## config.mk

```make
export PLATFORM = sky130hd
export DESIGN_NAME = iq_gen_hls_deadlock_monitor_param
export DESIGN_NICKNAME = d
export VERILOG_FILES = /design/src/rtl/iq_gen_hls_deadlock_monitor_param.sv
export SDC_FILE = /design/constraint.sdc
export NUM_CORES = 1
export LEC_CHECK = 0
export BUFFER_PORTS_ARGS = -buffer_cell sky130_fd_sc_hd__buf_2
export CORE_AREA = 2 2 58 60
export CTS_BUF_LIST = sky130_fd_sc_hd__clkbuf_4 sky130_fd_sc_hd__clkbuf_8
export CTS_CLUSTER_DIAMETER = 30
export DETAILED_ROUTE_END_ITERATION = 8
export DIE_AREA = 0 0 60 62
export PLACE_DENSITY = 0.69
export SLEW_MARGIN = 15
export SYNTH_ARGS = -nofsm -noshare
export SYNTH_HDL_FRONTEND = slang
export SYNTH_SLANG_ARGS = --single-unit
```

## constraint.sdc

```tcl
create_clock -name clock -period 1.9 [get_ports clock]
set_input_delay 0.095 -clock clock [delete_from_list [all_inputs] [get_ports clock]]
set_output_delay 0.095 -clock clock [all_outputs]
set_load 0.01 [all_outputs]
```

## src/rtl/iq_gen_hls_deadlock_monitor_param.sv

```systemverilog
// Deadlock monitor for HLS dataflow regions: N stream sources plus one combined
// sub-instance source, each persistence-filtered, with first-offender capture and a cycle counter.
module iq_gen_hls_deadlock_monitor_param #(
  parameter int NUM_AXIS    = 3,
  parameter int NUM_INST    = 1,
  parameter int HOLD_CYCLES = 1,
  parameter int STICKY      = 0,
  parameter int CNT_W       = 16,
  parameter int IDX_W       = $clog2(NUM_AXIS + 1)
) (
  input  logic                           clock,
  input  logic                           reset,
  input  logic                           clear,
  input  logic [NUM_AXIS-1:0]            axis_block_sigs,
  input  logic [NUM_INST-1:0]            inst_idle_sigs,
  input  logic [NUM_INST-1:0]            inst_block_sigs,
  output logic [NUM_AXIS*NUM_AXIS-1:0]   axis_block_info,
  output logic                           block,
  output logic                           first_valid,
  output logic [IDX_W-1:0]               first_idx,
  output logic [CNT_W-1:0]               block_count
);

  localparam int NUM_SRC = NUM_AXIS + 1;
  localparam int HC_W    = $clog2(HOLD_CYCLES + 1);
  localparam logic [HC_W-1:0]     HOLD_VAL = HC_W'(HOLD_CYCLES);
  localparam logic [NUM_AXIS-1:0] ONE_HOT0 = NUM_AXIS'(1);

  logic [HC_W-1:0]    cnt_q [NUM_SRC];
  logic [HC_W-1:0]    cnt_d [NUM_SRC];
  logic [NUM_SRC-1:0] sticky_q, sticky_d;
  logic               first_valid_q, first_valid_d;
  logic [IDX_W-1:0]   first_idx_q, first_idx_d;
  logic [CNT_W-1:0]   block_count_q, block_count_d;

  logic               inst_cond;
  logic [NUM_SRC-1:0] src;
  logic [NUM_SRC-1:0] live;
  logic [NUM_SRC-1:0] flagged;

  // Flags are decoded purely from registers, so reset clears the outputs without waiting for an edge.
  always_comb begin
    inst_cond = (&(inst_block_sigs | inst_idle_sigs)) & (|inst_block_sigs);
    src       = {inst_cond, axis_block_sigs};
    for (int s = 0; s < NUM_SRC; s++) begin
      live[s] = (cnt_q[s] == HOLD_VAL);
    end
    flagged = (STICKY != 0) ? (live | sticky_q) : live;
    block   = |flagged;
    axis_block_info = '0;
    for (int i = 0; i < NUM_AXIS; i++) begin
      if (flagged[i]) axis_block_info[i*NUM_AXIS +: NUM_AXIS] = ~(ONE_HOT0 << i);
    end
  end

  // NOTE: every signal gets a default at the top of the block so no path leaves it unassigned (no latches).
  always_comb begin
    sticky_d      = (STICKY != 0) ? (sticky_q | live) : '0;
    first_valid_d = first_valid_q;
    first_idx_d   = first_idx_q;
    block_count_d = block_count_q;
    for (int s = 0; s < NUM_SRC; s++) begin
      if (!src[s])      cnt_d[s] = '0;
      else if (live[s]) cnt_d[s] = HOLD_VAL;
      else              cnt_d[s] = cnt_q[s] + HC_W'(1);
    end

    // Descending scan leaves the lowest live index; the instance source sits last.
    if (!first_valid_q && (|live)) begin
      first_valid_d = 1'b1;
      for (int s = NUM_SRC - 1; s >= 0; s--) begin
        if (live[s]) first_idx_d = IDX_W'(s);
      end
    end

    if (block && !(&block_count_q)) block_count_d = block_count_q + CNT_W'(1);

    if (clear) begin
      for (int s = 0; s < NUM_SRC; s++) cnt_d[s] = '0;
      sticky_d      = '0;
      first_valid_d = 1'b0;
      first_idx_d   = '0;
      block_count_d = '0;
    end
  end

  // NOTE: state is updated with non-blocking assignments so all flops sample pre-edge values together.
  always_ff @(posedge clock or negedge reset) begin
    if (!reset) begin
      for (int s = 0; s < NUM_SRC; s++) cnt_q[s] <= '0;
      sticky_q      <= '0;
      first_valid_q <= 1'b0;
      first_idx_q   <= '0;
      block_count_q <= '0;
    end else begin
      for (int s = 0; s < NUM_SRC; s++) cnt_q[s] <= cnt_d[s];
      sticky_q      <= sticky_d;
      first_valid_q <= first_valid_d;
      first_idx_q   <= first_idx_d;
      block_count_q <= block_count_d;
    end
  end

  assign first_valid = first_valid_q;
  assign first_idx   = first_idx_q;
  assign block_count = block_count_q;

endmodule

```

==> qor.yml, run 1 <==
routing:
  vias: 1094
  drcViolationCount: 0
  drtPass1Iterations: 4
  post_drt_wl_per_cell_um: 13.0
  viasPerCell: 5.18
  first_iter_violations: 56
  routed_wl_um: 2740
  postRouteAntennaNets: 0
worst_setup_path:
  critical_path_arrival_ns: 2.00
  cp-end-kind: "register"
  path_class: "register to register"
  cp_max_fo: 16
  cp-start-kind: "register"
  worst_ep_required_time_ns: 2.09
grt:
  grt_pass1_wl_um: 4490
  use_met3_pct: 4.55
  grt_usage_pct: 15.9
  busiest_layer: "met2"
  gr-usage-met2_pct: 29.3
  grt_max_degree: 26
  antenna_found_initial: 0
  gr-total-overflow: 0
  use_met1_pct: 18.7
  grt_pass1_vias: 1073
layout:
  antennaDiodeCount: 0
  syn2layout_area_growth_pct: 24.3
  final_cell_count_no_fill: 211
  nets: 175
  layout_common_cells: "buf_2, dfrtp_1, a21oi_1"
  final_area_sq_um: 1490
  final_common_cell: "buf_2"
  drive_above_1_share_pct: 30.9
yosys:
  yosys.cell_types.count: 28
  postSynthCellCount: 127
  synth_seq_cells: 23
  synth_warnings: 0
  synth-seq-area-share_pct: 48.0
  syn_avg_cell_area_sq_um: 9.44
  netlist_area_sq_um: 1200
timing:
  setup_viol: 0
  min_period_ns: 1.81
  rsz0062_at_grt: "yes"
  maxSlewHeadroom_pct: 65.3
  final_max_slew_viol_count: 0
  worst_pin_slew_ns: 0.521
  fin_crit_sh_pct: 95.2
  holdWs_ns: 0.0121
  skew_ns: 0.00290
  hold_viol_final: 0
  fin_ws_ns: 0.0920
  max_freq_mhz: 553
place:
  place_ws_ns: 0.0192
  dp_hpwl_um: 2000
  io_buffer_count: 32
  post-place-cells: 202
  place.gp.congestion: 0.785
  post_dp_cell_area_sq_um: 1400
clock_network:
  cts_max_level: 1
  insertion_delay_ns: 0.31
  cts_tree: "built"
  cts_root_buf: "clkbuf_4"
  clock_path_buffers: 2
  cts_sinks: 23
  numCtsBuffers: 3
  clk_pin_slew_ns: 0.12
floorplanning:
  core_area_sq_um: 3180
  num_rows: 21
  start_util_pct: 37.7
  chipWidth_um: 60
  dieArea_sq_um: 3720
  ios: 37
  die_h_um: 62
min_path:
  hold_class: "input pin to register"
pwr:
  leakagePower_uw: 0.000690
  vdd_drop_max_mv: 0.372
  totalPowerFinal_uw: 889
  power_density_nw_per_um2: 596
job:
  maxCapViolations: 0
status:
  status: "completed"
[cell type report]
type	count	area [sq um]
Multi-Input combinational cell	89	544
Clock buffer	4	30.0
Sequential cell	23	576
Tap cell	46	57.6
Inverter	4	15.0
Fill cell	318	1690
Timing Repair Buffer	45	268
[cells by family (layout without fill, tap and decap cells)]
logic type               after synthesis  after routing  synth area share [%]
buffers and inverters                 17             53                  8.35
XOR/XNOR                               1              1                 0.731
multiplexers                           3              3                  2.71
adder cells (fa/ha/maj)                1              1                  1.04
AO/OA/AOI/OAI                         30             30                  14.7
AND/OR/NAND/NOR                       51             51                  24.1
other                                  1              3                 0.313
flip-flops                            23             23                  48.0
[report_power, final]
part	total, uW	internal (uW)	switching (uW)
Clock	237	96.2	140
Sequential	523	506	16.7
Combinational	129	55.8	73.6
[worst paths after layout]
path,endpoint,cells after the start,start,slack [ns]
min in group asynchronous,block_count[14],2,reset,0.29
setup / recovery,block_count[1],7,cnt_q[1],0.09
setup reg to reg,block_count[1],7,cnt_q[1],0.09
hold / removal,cnt_q[2],2,axis_block_sigs[1],0.01
hold reg to reg,first_idx[1],2,first_idx[1],0.55
max in group asynchronous,block_count[0],2,reset,1.27
[per-layer routing]
layer,vias to the layer above,wire (um)
li1,528,-
met1,535,1170
met2,29,1410
met3,2,147
met4,0,14
met5,-,0
[sequential cells by signal, indices dropped and copies added, names as in the netlist]
| name | count |
|---|---|
| block_count | 16 |
| cnt_q | 4 |
| first_idx | 2 |
| first_valid | 1 |
[through the flow]
stage / setup TNS [ns] / utilization [%]
after floorplan: 0 / -
after global placement: 0 / 44.0
after detailed placement: 0 / 44.0
after CTS: 0 / 46.4
after global routing: -0.0130 / 46.9
final: 0 / 46.9
[worst max-delay path, cell delays in order, from the launching register on]
cell	delay, ns
dfrtp_1	0.43
nor4_2	0.40
buf_4	0.19
inv_1	0.07
o41ai_2	0.07
buf_4	0.26
mux2i_1	0.21
nor2_1	0.05
[synthesized netlist by cell type]
library cell   n  area, sq um
a21oi_1       16         80.1
and2_1         1         6.26
and4_1         1         8.76
buf_2          2         10.0
buf_4          9         67.6
clkbuf_1       2         7.51
conb_1         1         3.75
dfrtp_1       23          576
ha_1           1         12.5
inv_1          4         15.0
mux2_1         1         11.3
mux2_2         1         11.3
mux2i_1        1         10.0
nand2_1        6         22.5
nand3_1        4         20.0
nand4_1        5         31.3
nor2_1         7         26.3
nor2b_1        6         37.5
nor3_1         3         15.0
nor4_1         2         12.5
o21ai_0        7         35.0
o31ai_1        6         45.0
o41ai_2        1         16.3
or2_1          1         6.26
or2_2          1         6.26
or3_1          7         43.8
or4_1          7         52.6
xor2_1         1         8.76
[timing repair]
action | CTS | global route
pin swaps | 0 | 0
buffers inserted | 0 | 1
hold endpoints to repair | 26 | 0
setup endpoints to repair | 1 | 5
gates resized for setup | 1 | 2
hold buffers | 4 | 0
No activity file was read; power rests on OpenSTA's default activity.
==> run 2: changes to the inputs <==
--- a/config.mk
+++ b/config.mk
@@ -6,12 +6,12 @@
 export NUM_CORES = 1
 export LEC_CHECK = 0
 export BUFFER_PORTS_ARGS = -buffer_cell sky130_fd_sc_hd__buf_2
-export CORE_AREA = 2 2 58 60
-export CTS_BUF_LIST = sky130_fd_sc_hd__clkbuf_4 sky130_fd_sc_hd__clkbuf_8
+export CORE_AREA = 2 2 52 54
+export CTS_BUF_LIST = sky130_fd_sc_hd__clkbuf_4
 export CTS_CLUSTER_DIAMETER = 30
 export DETAILED_ROUTE_END_ITERATION = 8
-export DIE_AREA = 0 0 60 62
-export PLACE_DENSITY = 0.69
+export DIE_AREA = 0 0 54 56
+export PLACE_DENSITY = 0.8
 export SLEW_MARGIN = 15
 export SYNTH_ARGS = -nofsm -noshare
 export SYNTH_HDL_FRONTEND = slang
==> constraint.sdc (replaced) <==
create_clock -name clock -period 1.85 [get_ports clock]
set_input_delay 0.0925 -clock clock [delete_from_list [all_inputs] [get_ports clock]]
set_output_delay 0.0925 -clock clock [all_outputs]
set_load 0.01 [all_outputs]
==> run 2 against run 1 <==
Net effect: via count is 3.6% higher; design area is 3.4% higher; cell count is 5.2% lower; combinational power is 18% higher; hold slack better by 0.0015 ns; register-to-register slack worse by 0.03 ns; sequential power is 2% higher; clock power hardly changed; utilization is 17 points higher; non-clock buffer count is 5 higher; sequential share of layout area is 1.3 points lower; clock skew is 0.0015 ns lower; critical path type unchanged; largest power group unchanged; highest routed layer unchanged.
==> qor.yml, run 2 (synthesis gave the netlist of run 1 again) <==
layout:
  layout_common_cells: "buf_2, dfrtp_1, a21oi_1"  # unchanged
  nets: 180  # was 175
  final_common_cell: "buf_2"  # unchanged
  drive_above_1_share_pct: 36.5  # was 30.9%
  largest_reg_flops: 16  # unchanged
  syn2layout_area_growth_pct: 28.6  # was 24.3%
  antennaDiodeCount: 0  # unchanged
  final_cell_count_no_fill: 200  # was 211
routing:
  vias: 1133  # was 1094
  routed_wl_um: 2820  # was 2740 um
  drcViolationCount: 0  # unchanged
  viasPerCell: 5.67  # was 5.18
  met3_length_um: 149  # was 147 um
  postRouteAntennaNets: 0  # unchanged
  post_drt_wl_per_cell_um: 14.1  # was 13.0 um
  first_iter_violations: 21  # was 56
  route.met2.wl_um: 1490  # was 1410 um
  top_layer_used: "met4"  # unchanged
  drtPass1Iterations: 4  # unchanged
  drt-met1-wl_um: 1160  # was 1170 um
worst_setup_path:
  crit_chain: "nand4_1, buf_4, o41ai_4, buf_6, mux2i_1, nor2_1"  # was nor4_2, buf_4, inv_1, o41ai_2, buf_4, mux2i_1, nor2_1
  critical_path_arrival_ns: 1.97  # was 2.00 ns
  cp-end-kind: "register"  # unchanged
  crit_family: "compound AO/OA/AOI/OAI gates"  # was buffers and inverters
  cp_max_fo: 6  # was 16
  worst_ep_required_time_ns: 2.03  # was 2.09 ns
  slowest_stage: "o41ai_4"  # was dfrtp_1
  path_buf_inv: 2  # was 3
  path_class: "register to register"  # unchanged
  cp-start-kind: "register"  # unchanged
  critPathMaxStageDelay_ns: 0.48  # was 0.43 ns
pwr:
  internal_power_uw: 687  # was 658 uW
  p_comb_share_pct: 16.4  # was 14.6%
  power_switching_uw: 240  # was 231 uW
  clkPwrFrac_pct: 25.9  # was 26.6%
  p_sw_share_pct: 25.9  # was 26.0%
  totalPowerFinal_uw: 926  # was 889 uW
  seqPwrFrac_pct: 57.7  # was 58.8%
  vdd_drop_max_mv: 0.431  # was 0.372 mV
  leakagePower_uw: 0.000737  # was 0.000690 uW
  power_density_nw_per_um2: 601  # was 596 nW/um^2
floorplanning:
  ios: 37  # unchanged
  chipWidth_um: 54  # was 60 um
  num_rows: 18  # was 21
  dieArea_sq_um: 3020  # was 3720 sq um
  die_h_um: 56  # was 62 um
  core_area_sq_um: 2430  # was 3180 sq um
  start_util_pct: 49.3  # was 37.7%
timing:
  hold_viol_final: 0  # unchanged
  setup_viol: 0  # unchanged
  maxSlewHeadroom_pct: 65.8  # was 65.3%
  max_freq_mhz: 559  # was 553 MHz
  holdWs_ns: 0.0136  # was 0.0121 ns
  setup_tns_ns: 0  # unchanged
  fin_crit_sh_pct: 96.6  # was 95.2%
  skew_ns: 0.00137  # was 0.00290 ns
  min_period_ns: 1.79  # was 1.81 ns
  worst_pin_slew_ns: 0.513  # was 0.521 ns
  rsz0062_at_grt: "yes"  # unchanged
  final_max_slew_viol_count: 0  # unchanged
grt:
  grt_pass1_wl_um: 4640  # was 4490 um
  gr-total-overflow: 0  # unchanged
  grt_pass1_vias: 1084  # was 1073
  grt_usage_pct: 19.9  # was 15.9%
  grt_max_degree: 26  # unchanged
  antenna_found_initial: 0  # unchanged
clock_network:
  numCtsBuffers: 3  # unchanged
  clock_path_buffers: 2  # unchanged
  cts_sinks: 23  # unchanged
  cts_root_buf: "clkbuf_4"  # unchanged
  cts_tree: "built"  # unchanged
  clk_pin_slew_ns: 0.12  # about the same
  insertion_delay_ns: 0.30  # was 0.31 ns
  cts_max_level: 1  # unchanged
job:
  maxCapViolations: 0  # unchanged
place:
  place.gp.congestion: 0.769  # was 0.785
  post-place-cells: 189  # was 202
  io_buffer_count: 32  # unchanged
  dp_hpwl_um: 2010  # was 2000 um
min_path:
  hold_class: "input pin to register"  # unchanged
status:
  status: "completed"  # unchanged
[run 2: changes by cell type in the layout (fill, tap and decap cells not counted), sizes merged]
cell / previous run / this run
dlygate4sd3: 4 / 2
buf: 41 / 48
[run 2: metal layers]
| layer | GRT usage [%] | vias up |
|---|---|---|
| li1 | - | 536 |
| met1 | 24.7 | 561 |
| met2 | 33.6 | 34 |
| met3 | 4.30 | 2 |
| met4 | 5.71 | 0 |
| met5 | 0 | - |
[run 2: path summary, 6_finish.rpt]
check,endpoint,cells after the start,slack (ns),from
hold reg to reg,first_idx[1],2,0.55,first_idx[1]
max in group asynchronous,block_count[10],2,1.22,reset
hold / removal,cnt_q[3],2,0.01,axis_block_sigs[0]
setup reg to reg,block_count[1],6,0.06,block_count[4]
min in group asynchronous,first_idx[0],2,0.29,reset
setup / recovery,block_count[1],6,0.06,block_count[4]
[run 2: cell type report]
type	count	area, sq um
timing repair buffer	50	302
sequential	23	576
tap	30	37.5
fill	219	891
inverter	4	15.0
multi-input combinational	89	582
clock buffer	4	30.0
[run 2: repair_timing]
item                                    in CTS  in global routing
hold endpoints to repair                    24                  0
hold buffers                                 2                  0
buffers inserted                             2                  2
pin swaps                                    1                  7
endpoints found under the setup margin       2                 13
resized for setup                            3                  8
gates cloned                                 0                  1
[run 2: power by group through the flow]
stage	combinational, uW	sequential, uW	clock, uW
after CTS	147	534	256
after global routing	169	537	267
after detailed placement	129	545	0
after global placement	123	544	0
final	152	534	240
after floorplan	72.1	551	0
[run 2: per-stage QoR]
| step | instance area (sq um) | utilization (%) | setup slack [ns] |
|---|---|---|---|
| floorplan | 1220 | - | -0.00659 |
| global placement | 1410 | 58.1 | 0.0778 |
| detailed placement | 1410 | 58.1 | -0.0271 |
| CTS | 1490 | 61.4 | 0.0104 |
| global route | 1540 | 63.4 | -0.0593 |
| finish | 1540 | 63.4 | 0.0622 |
[run 2: worst register-to-register path, stage by stage, from the launching register on]
cell and delay (ns):
dfrtp_1 0.43, nand4_1 0.15, buf_4 0.18, o41ai_4 0.48, buf_6 0.18, mux2i_1 0.19, nor2_1 0.06
==> run 3: changes to the inputs <==
==> constraint.sdc (replaced) <==
create_clock -name clock -period 2 [get_ports clock]
set_input_delay 0.1 -clock clock [delete_from_list [all_inputs] [get_ports clock]]
set_output_delay 0.1 -clock clock [all_outputs]
set_load 0.01 [all_outputs]
==> run 3 against run 2 <==
Net effect: flip-flop and latch count unchanged; global-route usage shrank 2.1 points; cell count down 6.0%; largest cell class is now flip-flops and latches; largest power group unchanged; setup slack gained 0.061 ns; critical endpoint unchanged; utilization decreased by 5.9 points; via count decreased by 5.9%; clock-buffer cell count stayed put; total power is 11% lower.
==> qor.yml, run 3 (synthesis gave the netlist of run 1 again) <==
worst_setup_path:
  critical_path_arrival_ns: 2.06  # was 1.97 ns
  cp-start-kind: "register"  # unchanged
  endpoint: "block_count[1]"  # unchanged
  slowest_stage: "dfrtp_1"  # was o41ai_4
  crit_cells: 6  # unchanged
  timing.rr.end: "block_count[1]"  # unchanged
  path_class: "register to register"  # unchanged
  worst_ep_required_time_ns: 2.19  # was 2.03 ns
  reg2reg_depth: 6  # unchanged
  startpoint: "block_count[0]"  # was block_count[4]
  crit_chain: "ha_1, nand3_1, o41ai_2, buf_4, mux2i_1, nor2_1"  # was nand4_1, buf_4, o41ai_4, buf_6, mux2i_1, nor2_1
  reg2reg_from: "block_count[0]"  # was block_count[4]
  path_buf_inv: 1  # was 2
  critPathMaxStageDelay_ns: 0.42  # was 0.48 ns
  cp-end-kind: "register"  # unchanged
  crit_family: "flip-flops"  # was compound AO/OA/AOI/OAI gates
  cp_max_fo: 16  # was 6
  r2r_slack_ns: 0.12  # was 0.06 ns
layout:
  syn2layout_area_growth_pct: 16.7  # was 28.6%
  final_common_cell: "buf_2"  # unchanged
  final_area_sq_um: 1400  # was 1540 sq um
  fillers: 229  # was 219
  multi_input_comb_area_sq_um: 533  # was 582 sq um
  largest_reg_flops: 16  # unchanged
  antennaDiodeCount: 0  # unchanged
  layout_common_cells: "buf_2, dfrtp_1, a21oi_1"  # unchanged
  drive_above_1_share_pct: 28.5  # was 36.5%
  seq_area_sq_um: 576  # unchanged
  nets: 168  # was 180
clock_network:
  insertion_delay_ns: 0.31  # was 0.30 ns
  cts_max_level: 1  # unchanged
  post-cts-setup-buffers: 0  # was 2
  numCtsBuffers: 3  # unchanged
  cts_root_buf: "clkbuf_4"  # unchanged
  cts_sinks: 23  # unchanged
  clk_pin_slew_ns: 0.12  # about the same
  cts_tree: "built"  # unchanged
  clock_path_buffers: 2  # unchanged
floorplanning:
  dieArea_sq_um: 3020  # unchanged
  num_rows: 18  # unchanged
  chipWidth_um: 54  # unchanged
  start_util_pct: 49.3  # unchanged
  die_h_um: 56  # unchanged
  ios: 37  # unchanged
  core_area_sq_um: 2430  # unchanged
status:
  status: "completed"  # unchanged
pwr:
  power_switching_uw: 212  # was 240 uW
  clkPwrFrac_pct: 26.7  # was 25.9%
  totalPowerFinal_uw: 827  # was 926 uW
  vdd_drop_max_mv: 0.525  # was 0.431 mV
  internal_power_uw: 615  # was 687 uW
  leakagePower_uw: 0.000655  # was 0.000737 uW
  p_comb_share_pct: 13.3  # was 16.4%
  p_sw_share_pct: 25.6  # was 25.9%
  seqPwrFrac_pct: 59.9  # was 57.7%
  power_density_nw_per_um2: 592  # was 601 nW/um^2
routing:
  drtPass1Iterations: 4  # unchanged
  post_drt_wl_per_cell_um: 13.5  # was 14.1 um
  routed_wl_um: 2540  # was 2820 um
  viasPerCell: 5.67  # about the same
  vias: 1066  # was 1133
  first_iter_violations: 14  # was 21
  drcViolationCount: 0  # unchanged
  postRouteAntennaNets: 0  # unchanged
job:
  maxCapViolations: 0  # unchanged
grt:
  grt_pass1_vias: 972  # was 1084
  gr-total-overflow: 0  # unchanged
  antenna_found_initial: 0  # unchanged
  grt_pass1_wl_um: 4120  # was 4640 um
  grt_usage_pct: 17.8  # was 19.9%
  grt_max_degree: 26  # unchanged
timing:
  setup_viol: 0  # unchanged
  max_freq_mhz: 533  # was 559 MHz
  final_max_slew_viol_count: 0  # unchanged
  fin_crit_sh_pct: 93.8  # was 96.6%
  worst_pin_slew_ns: 0.513  # about the same
  min_period_ns: 1.88  # was 1.79 ns
  maxSlewHeadroom_pct: 65.8  # about the same
  rsz0062_at_grt: "yes"  # unchanged
  skew_ns: 0.00554  # was 0.00137 ns
  hold_viol_final: 0  # unchanged
place:
  dp_hpwl_um: 1870  # was 2010 um
  place.gp.congestion: 0.751  # was 0.769
  post_dp_cell_area_sq_um: 1360  # was 1410 sq um
  io_buffer_count: 32  # unchanged
min_path:
  hold_class: "input pin to register"  # unchanged
[run 3: final cells by class]
class                   instances  share of cell area, %
inverters                       4                   1.07
well taps                      30                   2.68
multi-input cells              89                   38.1
clock buffers                   4                   2.15
repair buffers                 38                   14.8
flip-flops and latches         23                   41.1
[run 3: power by group through the flow]
stage	combinational, uW	clock [uW]	sequential (uW)
detailed placement	110	0	506
CTS	112	228	497
finish	110	221	496
global route	125	249	499
global placement	105	0	503
floorplan	64.7	0	510
[run 3: repair_timing]
item / CTS / global route
endpoints found under the hold margin: 23 / 0
hold buffers: 1 / 0
setup endpoints to repair: 0 / 1
resized for setup: 0 / 1
[run 3: worst min-delay path by stage]
| stage | from | to | slack (ns) | depth (start not counted) |
|---|---|---|---|---|
| finish | axis_block_sigs[2] | cnt_q[1] | 0.01 | 2 |
| CTS | axis_block_sigs[0] | cnt_q[3] | 0.01 | 2 |
| detailed placement | reset | first_idx[1] | 0.10 | 1 |
| global placement | reset | first_idx[0] | 0.09 | 1 |
| global route | axis_block_sigs[2] | cnt_q[1] | 0.02 | 2 |
| floorplan | reset | block_count[0] | -0.20 | 0 |
[run 3: worst reg2reg max path, cell delays in order, from the launching register on]
cell and delay [ns]:
dfrtp_1 0.42, ha_1 0.24, nand3_1 0.18, o41ai_2 0.40
buf_4 0.26, mux2i_1 0.21, nor2_1 0.05
[run 3: routing by layer]
layer / global-route usage (%) / part of all wire [%] / up-vias / wire [um]
li1: - / - / 512 / -
met1: 22.1 / 42 / 516 / 1080
met2: 30.1 / 51 / 36 / 1290
met3: 4.57 / 6.4 / 2 / 163
met4: 4.29 / 0.55 / 0 / 14
met5: 0 / 0 / - / 0
[run 3: per-stage QoR]
| step | hold slack, ns | std cells | setup WS, ns | setup TNS [ns] | utilization [%] |
|---|---|---|---|---|---|
| after floorplan | -0.196 | 129 | 0.121 | 0 | - |
| after global placement | 0.0904 | 183 | 0.235 | 0 | 55.8 |
| after detailed placement | 0.103 | 183 | 0.160 | 0 | 55.8 |
| after CTS | 0.0111 | 188 | 0.128 | 0 | 57.4 |
| after global routing | 0.0192 | 188 | -0.0145 | -0.0145 | 57.5 |
| final | 0.0142 | 188 | 0.123 | 0 | 57.5 |
